===== config.mk =====
export PLATFORM = sky130hd
export DESIGN_NAME = sdram_sd_dumper
export DESIGN_NICKNAME = d
export VERILOG_FILES = /design/src/rtl/sdram_sd_dumper.sv
export SDC_FILE = /design/constraint.sdc
export NUM_CORES = 2
export LEC_CHECK = 0
export CAP_MARGIN = 15
export CELL_PAD_IN_SITES_DETAIL_PLACEMENT = 2
export CELL_PAD_IN_SITES_GLOBAL_PLACEMENT = 2
export CORE_ASPECT_RATIO = 1.75
export CORE_MARGIN = 2
export CORE_UTILIZATION = 54
export CTS_CLUSTER_DIAMETER = 120
export DETAILED_ROUTE_END_ITERATION = 16
export DONT_BUFFER_PORTS = 1
export PLACE_DENSITY = 0.9
export SLEW_MARGIN = 0
export SYNTH_ARGS = -nofsm -noshare
export SYNTH_HDL_FRONTEND = slang
export SYNTH_SLANG_ARGS = --single-unit

===== constraint.sdc =====
create_clock -name clk -period 8.8 [get_ports clk]
set_input_delay 0.44 -clock clk [delete_from_list [all_inputs] [get_ports clk]]
set_output_delay 0.44 -clock clk [all_outputs]
set_load 0.02 [all_outputs]

===== src/rtl/sdram_sd_dumper.sv =====
// sdram_sd_dumper: copies NUM_BLOCKS consecutive 512-byte blocks from SDRAM
// (256 x 16-bit words each) into consecutive SD card blocks. Each block is
// burst-read into a 128x32 staging buffer and then handed to the SD
// controller as a single write command. The controller fetches the buffer
// through a registered random-access port.
module sdram_sd_dumper #(
  parameter int unsigned NUM_BLOCKS     = 'd1,
  parameter logic [31:0] SD_START_BLOCK = 'd0,
  parameter logic [23:0] SDRAM_BASE     = 'd0,
  parameter int unsigned TIMEOUT        = 'd65535
) (
  input  logic        clk,
  input  logic        rst,

  input  logic        Dump_En,
  output logic        Dump_Complite,
  output logic        Dump_Fail,

  input  logic        SD_Init_Complite,
  output logic [31:0] SD_Addr_Block,
  output logic        SD_Enable,
  output logic        SD_we,
  input  logic        SD_Complite,
  input  logic        SD_Fail,
  input  logic [31:0] SD_InPut_Data_Addr,
  output logic [31:0] SD_InPut_Data,

  output logic [23:0] m_addr_read,
  output logic        m_valid_read,
  output logic        Serial_access_read,
  input  logic        m_ready_read,
  input  logic [15:0] m_out_data
);

  typedef enum logic [2:0] {
    S_IDLE,
    S_WAIT_INIT,
    S_READ,
    S_SD_WRITE,
    S_SD_RELEASE,
    S_NEXT,
    S_COMPLITE,
    S_FAIL
  } state_t;

  localparam logic [15:0] LastBlk = 16'(NUM_BLOCKS - 1);
  // The stall counter trips on the edge where it would reach TIMEOUT.
  localparam logic [31:0] TmoLast = 32'(TIMEOUT - 1);

  state_t      state;
  logic [15:0] blk;
  logic [7:0]  wc;
  logic [31:0] tmo;
  logic [23:0] rd_addr;
  logic [15:0] lo_half;
  logic [31:0] data_buf [128];

  // Only the low seven index bits address the 128-entry buffer.
  logic [24:0] unused_addr_bits;
  assign unused_addr_bits = SD_InPut_Data_Addr[31:7];

  // rd_addr is itself the registered SDRAM address output.
  assign m_addr_read = rd_addr;

  // Main sequencer: SDRAM burst read, SD write handshake, completion/failure.
  always_ff @(posedge clk or posedge rst) begin
    if (rst) begin
      state              <= S_IDLE;
      blk                <= '0;
      wc                 <= '0;
      tmo                <= '0;
      rd_addr            <= '0;
      lo_half            <= '0;
      m_valid_read       <= 1'b0;
      Serial_access_read <= 1'b0;
      SD_Addr_Block      <= '0;
      SD_Enable          <= 1'b0;
      SD_we              <= 1'b0;
      Dump_Complite      <= 1'b0;
      Dump_Fail          <= 1'b0;
    end else begin
      unique case (state)
        S_IDLE: begin
          if (Dump_En) begin
            blk     <= '0;
            rd_addr <= SDRAM_BASE;
            state   <= S_WAIT_INIT;
          end
        end

        S_WAIT_INIT: begin
          if (SD_Init_Complite) begin
            wc                 <= '0;
            tmo                <= '0;
            m_valid_read       <= 1'b1;
            Serial_access_read <= 1'b1;
            state              <= S_READ;
          end
        end

        S_READ: begin
          if (m_ready_read) begin
            tmo     <= '0;
            rd_addr <= rd_addr + 24'd1;
            wc      <= wc + 8'd1;
            // Even words are parked until their odd partner arrives.
            if (!wc[0]) begin
              lo_half <= m_out_data;
            end
            if (wc == 8'd255) begin
              m_valid_read       <= 1'b0;
              Serial_access_read <= 1'b0;
              SD_Addr_Block      <= SD_START_BLOCK + {16'd0, blk};
              SD_Enable          <= 1'b1;
              SD_we              <= 1'b1;
              state              <= S_SD_WRITE;
            end else begin
              // Continuation drops for the final word of the burst.
              Serial_access_read <= (wc != 8'd254);
            end
          end else if (tmo == TmoLast) begin
            m_valid_read       <= 1'b0;
            Serial_access_read <= 1'b0;
            Dump_Fail          <= 1'b1;
            state              <= S_FAIL;
          end else begin
            tmo <= tmo + 32'd1;
          end
        end

        S_SD_WRITE: begin
          // A failure report takes priority over a simultaneous completion.
          if (SD_Fail) begin
            SD_Enable <= 1'b0;
            SD_we     <= 1'b0;
            Dump_Fail <= 1'b1;
            state     <= S_FAIL;
          end else if (SD_Complite) begin
            SD_Enable <= 1'b0;
            SD_we     <= 1'b0;
            state     <= S_SD_RELEASE;
          end
        end

        S_SD_RELEASE: begin
          if (!SD_Complite && !SD_Fail) begin
            state <= S_NEXT;
          end
        end

        S_NEXT: begin
          if (blk == LastBlk) begin
            Dump_Complite <= 1'b1;
            state         <= S_COMPLITE;
          end else begin
            blk                <= blk + 16'd1;
            wc                 <= '0;
            tmo                <= '0;
            m_valid_read       <= 1'b1;
            Serial_access_read <= 1'b1;
            state              <= S_READ;
          end
        end

        S_COMPLITE: begin
          if (!Dump_En) begin
            Dump_Complite <= 1'b0;
            state         <= S_IDLE;
          end
        end

        S_FAIL: begin
          SD_Enable <= 1'b0;
          if (!Dump_En) begin
            Dump_Fail <= 1'b0;
            state     <= S_IDLE;
          end
        end

        default: begin
          state <= S_IDLE;
        end
      endcase
    end
  end

  // Staging buffer fill: a 32-bit entry is written once its high half lands.
  always_ff @(posedge clk) begin
    if (state == S_READ && m_ready_read && wc[0]) begin
      data_buf[wc[7:1]] <= {m_out_data, lo_half};
    end
  end

  // Registered buffer read port for the SD controller.
  always_ff @(posedge clk or posedge rst) begin
    if (rst) begin
      SD_InPut_Data <= '0;
    end else begin
      SD_InPut_Data <= data_buf[SD_InPut_Data_Addr[6:0]];
    end
  end

endmodule


==> metrics.cfg, run 1 <==
[status]
status=aborted with a tool error
haltStage=3_5_place_dp
error=[ERROR DPL-0033] detailed placement checks failed during check placement.

[floorplanning]
boundaryPins=149
die_h_microns=729
initial_core_util_pct=54.2
die_x_microns=418
std_cell_rows=266

[synth]
synth_enable_flop_cells=4096
syn_area_sq_mm=0.162
ys_ff_latch=4249
synth_ff_type=edfxtp_1
seq_area_frac_synth_pct=78.2
async_flop_share_pct=3.60
syn_inst=7802
yosys_warnings=0
synth_top_area_share_pct=75.9
ys_types=67
syn_area_per_cell_sq_um=20.8
synth.area.top_cells=edfxtp_1 76%, mux4_2 11%, mux2i_1 3.1%, dfrtp_1 2.4%, nor2_1 0.99%
synth.largest_area_cell=edfxtp_1

[place]
place_hpwl_mm=413
gp_congestion=0.891
io_buffers=0

[Yosys cell counts (35+ instances only)]
cell,count
a21oi_1,204
a221o_1,64
a22oi_1,190
buf_1,130
clkbuf_1,319
dfrtp_1,153
edfxtp_1,4096
mux2i_1,510
mux4_2,769
nand2_1,123
nand3_1,37
nor2_1,427
o21ai_0,83
o221ai_1,128
o22ai_1,128
xor2_1,35
[through the flow]
step | instance area, sq um | hold slack (ns) | cells | setup WS, ns
floorplan | 162000 | 0.504 | 7817 | 4.24
global placement | 168000 | 0.402 | 11400 | 3.07
[logic make-up after synthesis]
kind of cell    share of synthesized area [%]
compound gates                           4.30
xor+xnor                                0.248
fa+ha+maj                              0.0540
buf+inv                                  1.19
flops                                    78.2
mux                                      14.1
other cells                           0.00231
simple gates                             1.92
==> run 2, diff against run 1 <==
==> config.mk (replaced) <==
export PLATFORM = sky130hd
export DESIGN_NAME = sdram_sd_dumper
export DESIGN_NICKNAME = d
export VERILOG_FILES = /design/src/rtl/sdram_sd_dumper.sv
export SDC_FILE = /design/constraint.sdc
export NUM_CORES = 2
export LEC_CHECK = 0
export CAP_MARGIN = 15
export CORE_MARGIN = 2
export CORE_UTILIZATION = 40
export DETAILED_ROUTE_END_ITERATION = 16
export DONT_BUFFER_PORTS = 1
export PLACE_DENSITY_LB_ADDON = 0.15
export SLEW_MARGIN = 0
export SYNTH_ARGS = -nofsm -noshare
export SYNTH_HDL_FRONTEND = slang
export SYNTH_SLANG_ARGS = --single-unit
==> metrics.cfg, run 2 <==
[status]
status=finished, violations left  ; was aborted with a tool error
violations=max-slew violations

[synth]
synth.largest_area_cell=edfxtp_1  ; unchanged
syn_inst=7802  ; unchanged
syn_area_per_cell_sq_um=20.8  ; unchanged
synth_ff_type=edfxtp_1  ; unchanged
synthTopCellsByCount=4096 x edfxtp_1, 769 x mux4_2, 510 x mux2i_1  ; unchanged
ys_ff_latch=4249  ; unchanged
yosys_warnings=0  ; unchanged
synth_top_area_share_pct=75.9  ; unchanged
synth_enable_flop_cells=4096  ; unchanged
ys_types=67  ; unchanged
synth.area.top_cells=edfxtp_1 76%, mux4_2 11%, mux2i_1 3.1%, dfrtp_1 2.4%, nor2_1 0.99%  ; unchanged
async_flop_share_pct=3.60  ; unchanged
seq_area_frac_synth_pct=78.2  ; unchanged
synth.most_common_cell=edfxtp_1  ; unchanged
syn_area_sq_mm=0.162  ; unchanged

[grt]
grt_remaining_overflow=0
grt_max_degree=235
grt_pass1_vias=80975
met3_usage_pct=3.37
met1_usage_pct=30.3
grt_usage_pct=21.8
grt_use_met2_pct=36.0
grt_busiest_layer=met2
grt_pass1_wl_mm=628
antenna_found_initial=28

[timing]
setup_tns_ns=0
finalHoldViolCount=0
period_share_pct=65.6
period_minus_slack_ns=5.77
rsz0062_at_grt=no
fmax_ghz=0.173
setup_viol=0
skew_ns=0.0930
tightest_slew_ns=1.60
final-max-slew-violation-count=167
slew_headroom_pct=-6.54

[place]
place_hpwl_mm=229  ; was 413 mm
gp_congestion=0.774  ; was 0.891
io_buffers=0  ; unchanged

[power]
internal_power_mw=35.2
power_switching_mw=11.0
clkPwrFrac_pct=40.0
p_seq_share_pct=53.3
p_comb_share_pct=6.7
p_leak_nw=58.6
netSwitchingFraction_pct=23.8
ir_drop_mv=0.240
cellPowerDensity_mw_per_mm2=249

[critical_path]
crit_buf_inv=6
cpMaxStageDelayCell=a221oi_1
timing.rr.end=data_buf[103][12]$_DFFE_PP_
worst_r2r_path_depth=7
r2r-start=state[0]$_DFFE_PP0P_
r2r_slack_ns=4.61
crit_required_ns=9.69
end_kind=flip-flop
crit_path_frequent_cell=buf_16
cp_top_family=buffers and inverters
crit_path_start_kind=primary input
crit_chain=buf_16, buf_16, buf_16, nor3b_2, buf_4, buf_4, a221o_1, a21oi_1, a221oi_1, a31oi_1, dlygate4sd3_1
cp.arrival_ns=6.66
crit_fanout=122
criticalPathCategory=primary input to flip-flop
max_stage_delay_ns=0.93

[floorplanning]
std_cell_rows=233  ; was 266
die_x_microns=641  ; was 418 microns
initial_core_util_pct=40.2  ; was 54.2%
core-area_sq_mm=0.403
die_area_sq_mm=0.410
die_h_microns=641  ; was 729 microns
boundaryPins=149  ; unchanged

[detailed_routing]
final_antenna_net_count=0
wl_mm=453
avgRoutedWirePerCell_microns=32.6
vias=80420
post-route-drc-count=0
via_per_inst=5.79
drtIter0Drc=8859
first_pass_iters=5

[clocking]
clockBufferDepth=4
cts.clk_slew.worst_paths_ns=0.06
cts_hold_buf=49
cts_tree=built
cts_resized=0
numCtsBuffers=445
clock_sinks=4249
htree_levels=5
clock_latency_ns=1.02
cts_setup_buffers=0
root_buffer=clkbuf_16

[job]
maxCapViolCount=0

[worst_hold_path]
hold_class=primary input to async pin

[final_layout]
drive_gt1_share_pct=22.0
final_net_count=8143
layout_common_cells=4096 x edfxtp_1, 769 x mux4_2, 510 x mux2i_1
utilization_pct=46.0
largest_reg_flops=4096
final_common_cell=edfxtp_1
synthToLayoutAreaGrowth_pct=14.5

-- run 2: cell counts after synthesis --
Identical to the previous run, type by type.
-- run 2: power by group through the flow --
stage	Combinational [mW]	Sequential (mW)	Clock, mW
finish	3.11	24.6	18.5
detailed placement	2.88	25.1	0
floorplan	1.26	25.1	0
global route	3.30	24.7	19.6
global placement	2.78	25.0	0
CTS	3.13	24.6	18.8
-- run 2: kinds of logic (layout without fill, tap and decap cells) --
| family | Yosys count | in the layout | share of synthesized area [%] |
|---|---|---|---|
| compound gates | 988 | 988 | 4.30 |
| xor+xnor | 46 | 46 | 0.248 |
| fa+ha+maj | 7 | 7 | 0.0540 |
| buf+inv | 484 | 1134 | 1.19 |
| flops | 4249 | 4249 | 78.2 |
| mux | 1311 | 1311 | 14.1 |
| other cells | 1 | 30 | 0.00231 |
| simple gates | 716 | 716 | 1.92 |
-- run 2: layout make-up --
type                            count  area [sq um]
Inverter                           14          57.6
Timing Repair Buffer              287          2980
Tap cell                         5405          6760
Clock inverter                    244          2340
Clock buffer                      589         12000
Multi-Input combinational cell   3084         34500
Fill cell                       33538        218000
Antenna cell                       14          35.0
Sequential cell                  4249        127000
-- run 2: stage by stage --
step / hold WS (ns) / total power [mW] / cell area (sq um) / setup WS [ns] / instances
after CTS: 0.00622 / 46.6 / 185000 / 3.29 / 13870
final: 0.0782 / 46.2 / 186000 / 3.03 / 13886
after floorplan: 0.504 / 26.3 / 162000 / 4.24 / 7817
after global routing: 0.0626 / 47.6 / 186000 / 2.81 / 13874
after global placement: 0.348 / 27.8 / 170000 / 2.46 / 12984
after detailed placement: 0.354 / 27.9 / 170000 / 2.56 / 12988
-- run 2: routing by layer --
layer	part of all wire [%]	vias up
met5	0.0018	-
met4	2.5	2
met3	6.8	548
met2	49	2875
met1	42	43755
li1	-	33240
-- run 2: worst max path at each step --
stage	start	endpoint	slack (ns)	cells after the start
after floorplan	rst	Dump_Complite$_DFFE_PP0P_	4.24	1
after global placement	SD_InPut_Data_Addr[1]	SD_InPut_Data[28]$_DFF_PP0_	2.46	9
after detailed placement	SD_InPut_Data_Addr[1]	SD_InPut_Data[21]$_DFF_PP0_	2.56	9
after CTS	SD_InPut_Data_Addr[1]	SD_InPut_Data[30]$_DFF_PP0_	3.29	10
after global routing	SD_InPut_Data_Addr[0]	SD_InPut_Data[30]$_DFF_PP0_	2.81	11
final	SD_InPut_Data_Addr[0]	SD_InPut_Data[30]$_DFF_PP0_	3.03	11
-- run 2: worst register-to-register path, stage by stage, from the launching register on --
cell and delay [ns]:
dfrtp_1 0.62, nor4bb_4 0.36, buf_4 0.23, and3_1 0.46, nand3_2 0.55, buf_4 0.48
nor2_4 0.67, buf_4 0.46
Note: power is estimated with default switching activity, not from simulation.
